### src/rtl/logip_pkg.sv
// Shared constants, sequencer state type and byte-select helper for the sample
// transmit path. The optional byte mask is enabled with LOGIP_TX_BYTE_MASK_EN.
package logip_pkg;

  localparam int   WIDTH     = 32;
  localparam int   BYTES     = WIDTH / 8;
  localparam int   DATA_BITS = 8;
  localparam logic START     = 1'b0;
  localparam logic STOP      = 1'b1;

  typedef enum logic [1:0] {
    IDLE  = 2'd0,
    FRAME = 2'd1,
    DONE  = 2'd2
  } sample_tx_state_t;

  // Lowest set bit of m as {found, index}; {1'b0, 2'd0} when m is empty.
  function automatic logic [2:0] first_set(input logic [BYTES-1:0] m);
    logic [2:0] r;
    r = 3'b000;
    for (int i = BYTES - 1; i >= 0; i--) begin
      if (m[i]) r = {1'b1, 2'(i)};
    end
    return r;
  endfunction

endpackage

### src/rtl/sample_tx_if.sv
// Strobe/ready handshake between the capture FSM (master) and sample_tx (slave).
// byte_en exists only when LOGIP_TX_BYTE_MASK_EN is defined.
interface sample_tx_if;

  logic                          stb;
  logic [logip_pkg::WIDTH-1:0]   data;
  logic                          rdy;
`ifdef LOGIP_TX_BYTE_MASK_EN
  logic [logip_pkg::BYTES-1:0]   byte_en;

  modport master (output stb, data, byte_en, input rdy);
  modport slave  (input stb, data, byte_en, output rdy);
`else
  modport master (output stb, data, input rdy);
  modport slave  (input stb, data, output rdy);
`endif

endinterface

### src/rtl/uart_tx_byte.sv
// One 8N1 UART frame per accepted strobe. rdy_o is also high during the last cycle
// of the stop bit so a following frame can start with no gap.
module uart_tx_byte
  import logip_pkg::*;
#(
  parameter int CLKS_PER_BIT = 10
)
(
  input  logic       clk_i,
  input  logic       rst_i,
  input  logic       stb_i,
  input  logic [7:0] data_i,
  output logic       rdy_o,
  output logic       tx_o
);

  localparam int               CNT_W    = $clog2(CLKS_PER_BIT);
  localparam logic [CNT_W-1:0] CNT_LAST = CNT_W'(CLKS_PER_BIT - 1);
  localparam logic [CNT_W-1:0] CNT_PRE  = CNT_W'(CLKS_PER_BIT - 2);
  localparam logic [CNT_W-1:0] CNT_ONE  = CNT_W'(1);
  localparam logic [3:0]       LAST_BIT = 4'(DATA_BITS + 1);

  logic             busy_r;
  logic [3:0]       bit_r;
  logic [CNT_W-1:0] cnt_r;
  logic [7:0]       shift_r;
  logic             tx_r;
  logic             rdy_r;

  // Frame sequencer: start bit, eight data bits shifted out LSB first, stop bit.
  always_ff @(posedge clk_i or posedge rst_i) begin
    if (rst_i) begin
      busy_r  <= 1'b0;
      bit_r   <= 4'd0;
      cnt_r   <= '0;
      shift_r <= 8'd0;
      tx_r    <= STOP;
      rdy_r   <= 1'b1;
    end else if (stb_i && rdy_r) begin
      busy_r  <= 1'b1;
      bit_r   <= 4'd0;
      cnt_r   <= '0;
      shift_r <= data_i;
      tx_r    <= START;
      rdy_r   <= 1'b0;
    end else if (busy_r) begin
      if (cnt_r == CNT_LAST) begin
        cnt_r <= '0;
        if (bit_r == LAST_BIT) begin
          busy_r <= 1'b0;
          bit_r  <= 4'd0;
          tx_r   <= STOP;
        end else begin
          // Ones shifted in behind the data make the stop bit fall out naturally.
          bit_r   <= bit_r + 4'd1;
          tx_r    <= shift_r[0];
          shift_r <= {STOP, shift_r[7:1]};
        end
      end else begin
        cnt_r <= cnt_r + CNT_ONE;
      end
      if ((bit_r == LAST_BIT) && (cnt_r == CNT_PRE)) begin
        rdy_r <= 1'b1;
      end
    end
  end

  assign rdy_o = rdy_r;
  assign tx_o  = tx_r;

endmodule

### src/rtl/sample_tx.sv
// Serialises one WIDTH-bit sample as back-to-back 8N1 frames, byte 0 first.
// Define LOGIP_TX_BYTE_MASK_EN to add byte_en and skip disabled bytes.
module sample_tx
  import logip_pkg::*;
#(
  parameter int CLKS_PER_BIT = 10
)
(
  input  logic       clk_i,
  input  logic       rst_i,
  sample_tx_if.slave bus,
  output logic       tx_o
);

  sample_tx_state_t state_r;
  sample_tx_state_t state_next_s;
  logic             rdy_r;
  logic             rdy_next_s;
  logic [1:0]       idx_r;
  logic [1:0]       idx_next_s;
  logic [WIDTH-1:0] data_r;
  logic [BYTES-1:0] en_s;
  logic [BYTES-1:0] mask_in_s;
  logic [2:0]       sel_acc_s;
  logic [2:0]       sel_nxt_s;
  logic             accept_s;
  logic             sub_stb_s;
  logic             sub_rdy_s;
  logic [7:0]       sub_data_s;

`ifdef LOGIP_TX_BYTE_MASK_EN
  logic [BYTES-1:0] en_r;

  // Byte mask captured with the word it belongs to.
  always_ff @(posedge clk_i or posedge rst_i) begin
    if (rst_i) begin
      en_r <= '0;
    end else if (accept_s) begin
      en_r <= bus.byte_en;
    end else begin
      en_r <= en_r;
    end
  end

  assign mask_in_s = bus.byte_en;
  assign en_s      = en_r;
`else
  assign mask_in_s = {BYTES{1'b1}};
  assign en_s      = {BYTES{1'b1}};
`endif

  assign accept_s  = rdy_r & bus.stb;
  assign sel_acc_s = first_set(mask_in_s);
  assign sel_nxt_s = first_set(en_s & (4'b1110 << idx_r));

  // Sequencer state, handshake and word registers.
  always_ff @(posedge clk_i or posedge rst_i) begin
    if (rst_i) begin
      state_r <= IDLE;
      rdy_r   <= 1'b1;
      idx_r   <= 2'd0;
      data_r  <= '0;
    end else begin
      state_r <= state_next_s;
      rdy_r   <= rdy_next_s;
      idx_r   <= idx_next_s;
      if (accept_s) begin
        data_r <= bus.data;
      end else begin
        data_r <= data_r;
      end
    end
  end

  // Next state; the first frame is launched in the acceptance cycle itself so its
  // start bit appears right after acceptance, and later frames chain on frame end.
  always_comb begin
    state_next_s = state_r;
    rdy_next_s   = rdy_r;
    idx_next_s   = idx_r;
    sub_stb_s    = 1'b0;
    sub_data_s   = data_r[{idx_r, 3'b000} +: 8];
    case (state_r)
      IDLE, DONE: begin
        if (accept_s) begin
          rdy_next_s = 1'b0;
          if (sel_acc_s[2]) begin
            state_next_s = FRAME;
            idx_next_s   = sel_acc_s[1:0];
            sub_stb_s    = 1'b1;
            sub_data_s   = bus.data[{sel_acc_s[1:0], 3'b000} +: 8];
          end else begin
            state_next_s = DONE;
            idx_next_s   = 2'd0;
          end
        end else begin
          state_next_s = IDLE;
          rdy_next_s   = 1'b1;
        end
      end
      FRAME: begin
        if (sub_rdy_s) begin
          if (sel_nxt_s[2]) begin
            idx_next_s = sel_nxt_s[1:0];
            sub_stb_s  = 1'b1;
            sub_data_s = data_r[{sel_nxt_s[1:0], 3'b000} +: 8];
          end else begin
            // Ready rises as the last stop bit completes.
            state_next_s = DONE;
            rdy_next_s   = 1'b1;
          end
        end else begin
          state_next_s = FRAME;
        end
      end
      default: begin
        state_next_s = IDLE;
        rdy_next_s   = 1'b1;
        idx_next_s   = 2'd0;
      end
    endcase
  end

  uart_tx_byte #(
    .CLKS_PER_BIT (CLKS_PER_BIT)
  ) u_byte (
    .clk_i  (clk_i),
    .rst_i  (rst_i),
    .stb_i  (sub_stb_s),
    .data_i (sub_data_s),
    .rdy_o  (sub_rdy_s),
    .tx_o   (tx_o)
  );

  assign bus.rdy = rdy_r;

endmodule
### src/flat_wrapper.sv
// flat-port wrapper written by rule: the top's interface ports become plain ports
module sample_tx_flat import logip_pkg::*;
#(
  parameter int CLKS_PER_BIT = 10
)
  (clk_i, rst_i, tx_o, bus_stb, bus_data, bus_rdy);
  sample_tx_if bus_i ();
  input  logic clk_i;
  input  logic rst_i;
  output logic tx_o;
  input wire logic [$bits(bus_i.stb)-1:0] bus_stb;
  input wire logic [$bits(bus_i.data)-1:0] bus_data;
  output wire logic [$bits(bus_i.rdy)-1:0] bus_rdy;
  assign bus_i.stb = bus_stb;
  assign bus_i.data = bus_data;
  assign bus_rdy = bus_i.rdy;
  sample_tx #(.CLKS_PER_BIT(CLKS_PER_BIT)) u_core (.clk_i(clk_i), .rst_i(rst_i), .bus(bus_i), .tx_o(tx_o));
endmodule
### config.mk
export PLATFORM = sky130hd
export DESIGN_NAME = sample_tx_flat
export DESIGN_NICKNAME = d
export VERILOG_FILES = /design/src/rtl/logip_pkg.sv /design/src/rtl/sample_tx_if.sv /design/src/rtl/uart_tx_byte.sv /design/src/rtl/sample_tx.sv /design/src/flat_wrapper.sv
export SDC_FILE = /design/constraint.sdc
export NUM_CORES = 1
export LEC_CHECK = 0
export CAP_MARGIN = 20
export CORE_MARGIN = 5
export CORE_UTILIZATION = 35
export DETAILED_ROUTE_END_ITERATION = 10
export GPL_TIMING_DRIVEN = 0
export HOLD_SLACK_MARGIN = 0.08
export PLACE_DENSITY = 0.58
export SYNTH_ARGS = -nofsm -noshare
export SYNTH_HDL_FRONTEND = slang
export SYNTH_SLANG_ARGS = --single-unit
### constraint.sdc
create_clock -name clk_i -period 2 [get_ports clk_i]
set_clock_uncertainty 0.05 [all_clocks]
set_input_delay 0.5 -clock clk_i [delete_from_list [all_inputs] [get_ports clk_i]]
set_output_delay 0.5 -clock clk_i [all_outputs]
set_load 0.1 [all_outputs]
==> summary.txt <==
Placed design
  – Dpl cell area: 3350 um^2
  – Port bufs: 36
  – Placed cell count: 376
  – Dpl hpwl: 4400 um
  – Place WS: -0.406 ns
  – Routability cong.: 0.767

Die
  – Starting Density: 36.3%
  – Die X: 100 um
  – I/O Pins: 37
  – DIE AREA: 10000 um^2
  – FP Rows: 32
  – Die Y: 100 um
  – Core area: 7810 um^2

Power
  – Total power draw: 4.81 mW
  – VDD IR max: 0.443 mV
  – PD cells: between 1000 and 1500 nW/um^2
  – Leakage: 1.42 nW

Timing
  – Hold Slack: 0.464 ns
  – Slew Viols, Final: 0
  – Slew HR: 62.4%
  – F_max: approximately 500 MHz
  – Worst slew pin tran: 0.563 ns
  – Hold Fails Final Rpt: 0
  – Final Setup Violations: 0
  – Minimum clock period: 1.94 ns
  – Setup TNS: 0 ns
  – RSZ-0062 raised after global routing: false
  – Worst Slack Setup Final: approximately 0.055 ns
  – Period utilization: 97.2%

Synth
  – XOR/XNOR Fraction of Synth Area: less than 1%
  – Main combinational cell family by area after synthesis: multiplexers
  – Register area share after synthesis: approximately half
  – Gate Count Post-Synth: 237
  – Ranking of synthesized cells by area: dfrtp_1, mux2_2, mux4_2, ha_1, dfstp_2
  – Synth Area per Inst: 12.0 um^2
  – Synth warn: 0
  – Synth Register Bits: 56
  – Post-synthesis adder-cell area fraction: 3.53%
  – Asr flop ratio synth: 100%
  – Top_reg_cell synth: dfrtp_1
  – Synthesized Nets: 280
  – Top cells by count, synth: dfrtp_1, mux2_2, nand2_1
  – Post-synth EDFFs: 0
  – Synth top area share: 46.7%
  – Simple-gate area share of the yosys netlist: around 14%
  – Synth Area in Compound Gates: 9.57%
  – Most common cell in the synthesized netlist: dfrtp_1
  – Largest area contributor in the netlist: dfrtp_1
  – Post-synthesis mux area share: 19.8%
  – Synth cell types: 38
  – Mapped Area: 2840 um^2

Critical path
  – Slowest stage cell, crit path: clkdlybuf4s15_2
  – Worst setup SP type: register
  – Crit-path cells: clkdlybuf4s15_2
  – Crit path DAT: 1.39 ns
  – Crit end category: output pin
  – CP delay by family, top: buffers and inverters
  – Slowest stage delay, CP: 0.55 ns
  – Buf+Inv Stages, Crit Path: 1
  – CP max FO: 2
  – Crit Path Class: reg2out
  – Required @ worst endpoint: 1.45 ns

Detailed routing
  – Drt total wl: 6000 um
  – Wire per inst: 15.6 um
  – Initial DRC Count: 74
  – Vias: 1949
  – DRT Pass-1 Iters: 4
  – # DRC: 0
  – Vias/cell: 5.08
  – Antenna Nets Post-Route: 0

CTS
  – Clk slew on worst S/H paths: 0.10 ns
  – Post-CTS Setup Bufs: 0
  – CTS tree: yes
  – TritonCTS buffer count: 5
  – CTS Buffer Depth: 2
  – Clock Root Buffer: clkbuf_8
  – Worst skew pair latency: 0.31 ns
  – Num Clock Sinks: 56
  – H-tree Lvls: 2

GRT
  – Gr usage total: between 10% and 20%
  – First-pass GRT wire length: about 10000 um
  – Vias in the first global route: 2059
  – Largest net degree at the start of global routing: 38
  – GRT overflow: 0
  – Initial antenna violation count: 0

Finish
  – # diodes: 0
  – Final nets: around 320
  – Filler cell count: 729
  – Finished Core Util: 44.9%
  – Share of cells above drive strength 1: 25.2%
  – Design area: roughly 3500 um^2
  – Layout area overhead: 23.4%
  – Layout Cells excl Fill: 384

Run
  – Max_cap viols: 0

Run status
  – Outcome: finished, final reports clean

Min path
  – HP Class: reg2reg
-- cells in the final DEF, fill, tap and decap left out, types with 7 or more instances in the layout --
cell type / count
and4_1: 7
ha_1: 7
dfrtp_1: 53
a21oi_1: 14
a2bb2oi_1: 8
clkdlybuf4s50_1: 33
nor3_1: 12
mux2_2: 33
nand2_1: 17
mux4_2: 8
nor2_1: 13
-- layer usage --
layer / wire (um) / part of all wire, % / up-vias / track usage, %
li1: - / - / 951 / -
met1: 2850 / 48 / 955 / 17.1
met2: 2890 / 48 / 37 / 21.1
met3: 221 / 3.7 / 6 / 2.64
met4: 38 / 0.63 / 0 / 2.90
met5: 0 / 0 / - / 0
-- report_power, final --
part	switching [mW]	total (mW)	internal, mW	leakage (nW)
registers	0.314	1.91	1.60	0.651
clock network	0.377	0.748	0.371	0.0541
logic	1.02	2.15	1.13	0.713
total	1.71	4.81	3.10	1.42
-- final cells by class --
type / count / area, um^2 / share of cell area (%)
Buffer: 13 / 92.6 / 2.64
Clock buffer: 5 / 68.8 / 1.96
Clock inverter: 3 / 42.5 / 1.21
Inverter: 6 / 22.5 / 0.643
Multi-Input combinational cell: 162 / 1360 / 38.9
Sequential cell: 56 / 1410 / 40.2
Tap cell: 102 / 128 / 3.64
Timing Repair Buffer: 37 / 375 / 10.7
-- registers in the layout, indices dropped and copies added, names as in the netlist --
register	flops
u_core.u_byte.rdy_o	1
u_core.idx_r	2
u_core.u_byte.busy_r	1
u_core.data_r	32
u_core.u_byte.shift_r	8
u_core.u_byte.cnt_r	4
u_core.u_byte.bit_r	4
u_core.u_byte.tx_o	1
u_core.state_r	2
u_core.bus.rdy	1
-- cell families (layout without fill, tap and decap cells) --
| logic type | Yosys count | after routing |
|---|---|---|
| buffers and inverters | 19 | 64 |
| muxes | 42 | 42 |
| adders and majority gates | 8 | 8 |
| xor gates and xnor gates | 1 | 1 |
| AOI/OAI and AO/OA | 41 | 41 |
| and+or+nand+nor | 70 | 70 |
| DFF | 56 | 56 |
-- worst reg2reg max path: cells and delay by family (launching register included) --
kind            cells  cell delay (ns)
mux                 1             0.52
buf+inv             2             0.23
fa+ha+maj           1             0.28
compound gates      2             0.29
flops               1             0.41
-- path summary, 6_finish.rpt --
| path | start | endpoint | slack (ns) | cells past startpoint |
|---|---|---|---|---|
| max | u_core.u_byte.tx_o$_DFFE_PP1P_ | tx_o | 0.06 | 1 |
| min | u_core.data_r[8]$_DFFE_PP0P_ | u_core.data_r[8]$_DFFE_PP0P_ | 0.46 | 1 |
| max reg2reg | u_core.idx_r[1]$_DFFE_PP0P_ | u_core.u_byte.shift_r[7]$_DFFE_PP0P_ | 0.08 | 6 |
| min reg2reg | u_core.data_r[8]$_DFFE_PP0P_ | u_core.data_r[8]$_DFFE_PP0P_ | 0.46 | 1 |
| max in group asynchronous | rst_i | u_core.u_byte.tx_o$_DFFE_PP1P_ | 0.82 | 3 |
| min in group asynchronous | rst_i | u_core.state_r[0]$_DFFE_PP0P_ | 0.47 | 2 |
-- timing repair --
action,in CTS,in global routing
endpoints found under the hold margin,0,0
endpoints found under the setup margin,15,17
hold buffers,0,0
gates resized for setup,12,8
pin swaps,0,1
(Power assumes the default switching activity.)
